<file path="config.mk">
export PLATFORM = sky130hd
export DESIGN_NAME = rr_arbiter_4_way
export DESIGN_NICKNAME = d
export VERILOG_FILES = /design/src/rtl/arb_pkg.sv /design/src/rtl/rr_pick_4.sv /design/src/rtl/rr_arbiter_4_way.sv
export SDC_FILE = /design/constraint.sdc
export NUM_CORES = 1
export LEC_CHECK = 0
export ABC_CLOCK_PERIOD_IN_PS = 2310
export BUFFER_PORTS_ARGS = -buffer_cell sky130_fd_sc_hd__buf_2
export CAP_MARGIN = 15
export CORE_MARGIN = 4
export CORE_UTILIZATION = 30
export DETAILED_ROUTE_END_ITERATION = 12
export GPL_ROUTABILITY_DRIVEN = 0
export PLACE_DENSITY = 0.45
export SETUP_SLACK_MARGIN = 0.4
export SLEW_MARGIN = 20
export SYNTH_ARGS = -nofsm -noshare
export SYNTH_HDL_FRONTEND = slang
export SYNTH_SLANG_ARGS = --single-unit
export TNS_END_PERCENT = 10
</file>
<file path="constraint.sdc">
create_clock -name clk -period 2.31 [get_ports clk]
set_input_delay 0.5775 -clock clk [delete_from_list [all_inputs] [get_ports clk]]
set_output_delay 0.5775 -clock clk [all_outputs]
set_load 0.05 [all_outputs]
</file>
<file path="src/rtl/arb_pkg.sv">
// rtl/arb_pkg.sv - shared types, sizes and helpers for the 4-way round-robin arbiter
//
// Purpose : common definitions imported by rr_pick_4 and rr_arbiter_4_way.
// Contents: N_REQ / SEL_W sizes, state_t FSM encoding, onehot4() decoder.

package arb_pkg;

    localparam int N_REQ = 4;
    localparam int SEL_W = 2;

    typedef enum logic [1:0] {
        IDLE  = 2'd0,
        GRANT = 2'd1,
        TURN  = 2'd2
    } state_t;

    function automatic logic [N_REQ-1:0] onehot4(input logic [SEL_W-1:0] sel);
        return 4'b0001 << sel;
    endfunction

endpackage

</file>
<file path="src/rtl/rr_pick_4.sv">
// rtl/rr_pick_4.sv - rotating-priority first-set-bit finder over 4 requests
//
// Purpose : combinational search for the first set request bit, starting at
//           ptr and wrapping around modulo 4.
// Ports   : req   [3:0] in  - request vector
//           ptr   [1:0] in  - highest-priority index this round
//           found       out - any request set
//           idx   [1:0] out - winning index (equals ptr when nothing found)

module rr_pick_4
    import arb_pkg::*;
(
    input  logic [N_REQ-1:0] req,
    input  logic [SEL_W-1:0] ptr,
    output logic             found,
    output logic [SEL_W-1:0] idx
);

    logic [SEL_W-1:0] cand;

    always_comb begin
        found = 1'b0;
        idx   = ptr;
        cand  = ptr;
        for (int i = 0; i < N_REQ; i++) begin
            // SEL_W-bit addition wraps naturally, giving the modulo-4 rotation.
            cand = ptr + SEL_W'(i);
            if (!found && req[cand]) begin
                found = 1'b1;
                idx   = cand;
            end
        end
    end

endmodule

</file>
<file path="src/rtl/rr_arbiter_4_way.sv">
// rtl/rr_arbiter_4_way.sv - round-robin 4-way arbiter with bounded grant hold
//
// Purpose : grants one of four level requesters ownership of a shared path,
//           holds the grant for the whole transaction up to MAX_HOLD cycles,
//           and inserts one turnaround cycle between owners.
// Ports   : clk            in  - rising-edge clock
//           reset_n        in  - synchronous active-low reset
//           req    [3:0]   in  - level request per requester
//           grant  [3:0]   out - registered one-hot or zero grant
//           select [1:0]   out - index of current/last owner (steering select)
//           busy           out - high while a grant is asserted

module rr_arbiter_4_way
    import arb_pkg::*;
#(
    parameter int MAX_HOLD = 8,
    parameter int HOLD_W   = 4
) (
    input  logic             clk,
    input  logic             reset_n,
    input  logic [N_REQ-1:0] req,
    output logic [N_REQ-1:0] grant,
    output logic [SEL_W-1:0] select,
    output logic             busy
);

    state_t            state;
    logic [SEL_W-1:0]  ptr;
    logic [HOLD_W-1:0] hold_cnt;

    logic              pick_found;
    logic [SEL_W-1:0]  pick_idx;

    logic              owner_req;
    logic              hold_done;

    rr_pick_4 u_pick (
        .req   (req),
        .ptr   (ptr),
        .found (pick_found),
        .idx   (pick_idx)
    );

    // select always names the current owner while in GRANT.
    assign owner_req = req[select];
    assign hold_done = (MAX_HOLD != 0) && (hold_cnt == HOLD_W'(MAX_HOLD));

    always_ff @(posedge clk) begin
        if (!reset_n) begin
            state    <= IDLE;
            grant    <= '0;
            select   <= '0;
            busy     <= 1'b0;
            ptr      <= '0;
            hold_cnt <= '0;
        end else begin
            case (state)
                IDLE, TURN: begin
                    if (pick_found) begin
                        state    <= GRANT;
                        grant    <= onehot4(pick_idx);
                        select   <= pick_idx;
                        busy     <= 1'b1;
                        hold_cnt <= HOLD_W'(1);
                    end else begin
                        state <= IDLE;
                    end
                end
                GRANT: begin
                    if (!owner_req || hold_done) begin
                        // select is left alone so the datapath stays steered
                        // at the last owner through the turnaround.
                        state <= TURN;
                        grant <= '0;
                        busy  <= 1'b0;
                        ptr   <= select + SEL_W'(1);
                    end else if (hold_cnt != {HOLD_W{1'b1}}) begin
                        // Saturating so an unlimited hold never wraps.
                        hold_cnt <= hold_cnt + HOLD_W'(1);
                    end
                end
                default: begin
                    state <= IDLE;
                    grant <= '0;
                    busy  <= 1'b0;
                end
            endcase
        end
    end

endmodule

</file>
==> results.md <==
| Metric | Value |
|:---|:---|
| Destination of the worst register-to-register timing path | grant[3] |
| Met2 WL | 861 um |
| Lkg Pwr | 0.382 nW |
| Arrival time worst endpoint | 1960 ps |
| Path type of the worst min-delay path | reg -> reg |
| Commonest non-fill, non-tap cell in the layout | dfxtp_1 |
| DP Cell Count | 136 |
| Combinational group share of total power | 27.4% |
| Routed wire per std cell | 14.1 um |
| Final standard cell utilization of the core | 35.8% |
| Insertion delay of the later-clocked pin in the worst-skew pair | 300 ps |
| Area contributors post-synth | dfxtp_1 (33%), a32o_1 (4.4%), inv_1 (2.9%), mux4_1 (2.9%), nor2_1 (2.9%) |
| Global-route congestion overflow total | 0 |
| Maximum number of pins on one net before global-route repair | 13 |
| Post-synth ARST share | 0% |
| CP Launch Type | register |
| Layout cell share with drive strength beyond 1 | 25.7% |
| Via count of the first global-routing pass | 749 |
| DP Wirelength | 1510 um |
| Outcome | finished clean |
| Initial core utilization | 32.2% |
| Synthesized area | 910 sq um |
| Register area | 300 sq um |
| Initial detailed-routing violation count | 29 |
| CTS Hold Bufs | 0 |
| Number of levels the H-tree was split into | 1 |
| Uppermost layer routed | met4 |
| Number of iterations in the first detailed-routing pass | 4 |
| Setup-failing EPs final | 0 |
| Power share of the sequential group | 47.3% |
| Max-slew violation total from the final report | 0 |
| Internal Dissipation | 412 uW |
| Met3 wire length | 98 um |
| Number of non-filler instances in the completed layout | 140 |
| Critical Path Sink | grant[3] |
| Crit path time final | 1760 ps |
| Number of setup buffers added after CTS | 0 |
| Minimum hold slack | 474 ps |
| Cell accounting for the most synthesized area | dfxtp_1 |
| Initial antenna violation count | 0 |
| Critical path class | reg -> reg |
| Max Root-Sink Buffers | 2 |
| Place WS | 370 ps |
| TritonCTS clock tree | done |
| Number of failing hold endpoints at the final stage | 0 |
| Max Cap Violations | 0 |
| Average vias per placed instance | 5.59 |
| Mapped Cells | 96 |
| Total negative slack | 0 ps |
| Net total in the final layout | 118 |
| Floorplan Core Area | 2830 sq um |
| Maximum net fanout on the critical path | 10 |
| Sw Ratio | 35.2% |
| Number of enable-type register cells in the synthesized netlist | 0 |
| Switching power | 224 uW |
| Final worst-path cycle share | 76.2% |
| Synthesized net count | 104 |
| Leading register cell type out of synthesis | dfxtp_1 |
| Headroom to the max-slew limit | 65.2% |
| Total inserted antenna cells | 0 |
| First-pass GRT wire length | 3400 um |
| Worst reg-to-reg path cell count | 4 |
| Clock Power Share | 25.2% |
| Area added between synthesis and finish | 11.3% |
| Critical path capture point type | register |
| Ratio of total power to cell area | 629 nW/um^2 |
| Routed metal-1 wire length | 986 um |
| Maximum achievable frequency | 568 MHz |
| Post-synthesis sequential element count | 15 |
| Clock Sinks | 15 |
| Worst-case clock skew | 11.2 ps |
| Vias after detailed routing | 783 |
| Synth top area share | 33.0% |
| # resized after CTS | 0 |
| Startpoint of the worst-slack reg-to-reg timing path | select[1] |
| Number of buffers inserted by port buffering | 12 |
| Total wire length | 1970 um |
| Top-Level Pins | 13 |
| Unique masters post-synth | 45 |
| Highest-count cells in the layout ignoring fill and taps | dfxtp_1 (15), buf_2 (12), inv_1 (7), nor2_1 (7), a21oi_1 (5) |
| Number of buffers created by CTS | 3 |
| Worst setup slack for register-to-register paths | 550 ps |
| Height of the die | 63.1 um |
| Proportion of synthesized chip area in sequential cells | 33.0% |
| GRT Resource Usage Total | 10.8% |
| Clock root buffer | clkbuf_4 |
| Average footprint of a synthesized cell | 9.48 sq um |
| Peak VDD IR | 0.275 mV |
| Worst Setup Slack, final | 549 ps |
| Area of combinational cells with multiple inputs | 557 sq um |
| Yosys Warn Count | 0 |
| Post-route antenna net violation count | 0 |
| Actual slew at the worst max-slew pin | 518 ps |
| Row Count | 19 |
| DRC violations left | 0 |
| Req. time, crit path | 2510 ps |
| RSZ-0062 raised after global routing | no |
| Fill cell instance count of the final layout | 294 |
| Width of the die | 63.1 um |
| Die area | 3980 sq um |
| Clock transition at the registers of the reported paths | 100 ps |
| Worst setup path startpoint | select[1] |
## worst min path at each step
| stage | startpoint | end | slack, ps | depth (start not counted) |
|---|---|---|---|---|
| floorplan | hold_cnt[1] | hold_cnt[1] | 490 | 2 |
| global placement | grant[2] | grant[2] | 450 | 1 |
| detailed placement | grant[0] | grant[0] | 460 | 1 |
| CTS | grant[0] | grant[0] | 480 | 1 |
| global route | grant[3] | grant[3] | 520 | 1 |
| finish | grant[0] | grant[0] | 470 | 1 |
## Yosys cell counts (2+ instances only)
cell type	number
a21oi_1	5
a32o_1	4
and2_1	2
dfxtp_1	15
ha_1	2
inv_1	7
mux2_2	2
nand2_1	3
nand3b_1	3
nor2_1	7
nor2b_1	4
nor3_1	3
o21a_1	3
o21ai_0	4
o221ai_1	2
## critical path, cell delays in order, from the launching register on
cell and delay [ps]:
dfxtp_1 470, mux2_2 380, a2bb2oi_2 380, o31ai_1 200, a32o_1 240
## through the flow
stage | total power, mW | cell area, sq um
after global routing | 0.681 | 1010
after floorplan | 0.445 | 910
final | 0.637 | 1010
after detailed placement | 0.483 | 982
after global placement | 0.483 | 982
after CTS | 0.649 | 1010
## power groups by stage
stage          Sequential (mW)  Clock [mW]  Combinational (mW)
6_report                 0.302       0.161               0.175
3_3_place_gp             0.308           0               0.176
4_1_cts                  0.302       0.171               0.176
5_1_grt                  0.307       0.184               0.190
2_1_floorplan            0.337           0               0.108
3_5_place_dp             0.308           0               0.175
## routing by layer
| metal | vias to the layer above | global-route usage (%) |
|---|---|---|
| met2 | 12 | 15.3 |
| li1 | 396 | - |
| met5 | - | 0 |
| met4 | 0 | 4.41 |
| met1 | 371 | 14.7 |
| met3 | 4 | 3.73 |
## kinds of logic (layout without fill, tap and decap cells)
| logic type | count (synthesis) | in the layout | synth area share, % |
|---|---|---|---|
| flip-flops | 15 | 15 | 33.0 |
| adder cells (fa/ha/maj) | 2 | 2 | 2.75 |
| XOR/XNOR | 1 | 1 | 0.963 |
| multiplexers | 4 | 4 | 6.47 |
| buffers and inverters | 10 | 23 | 5.78 |
| AO/OA/AOI/OAI | 33 | 33 | 29.3 |
| AND/OR/NAND/NOR | 31 | 31 | 21.7 |
## sequential cells by signal, indices dropped and copies added (netlist names)
register	cells
ptr	2
grant	4
select	2
state	2
hold_cnt	4
busy	1
## cell type report
cell class | instances | area share (%)
Clock buffer | 3 | 2.22
Clock inverter | 1 | 0.742
Inverter | 7 | 2.60
Multi-Input combinational cell | 71 | 55.0
Sequential cell | 15 | 29.7
Tap cell | 31 | 3.83
Timing Repair Buffer | 12 | 5.93
(Power assumes the default switching activity.)
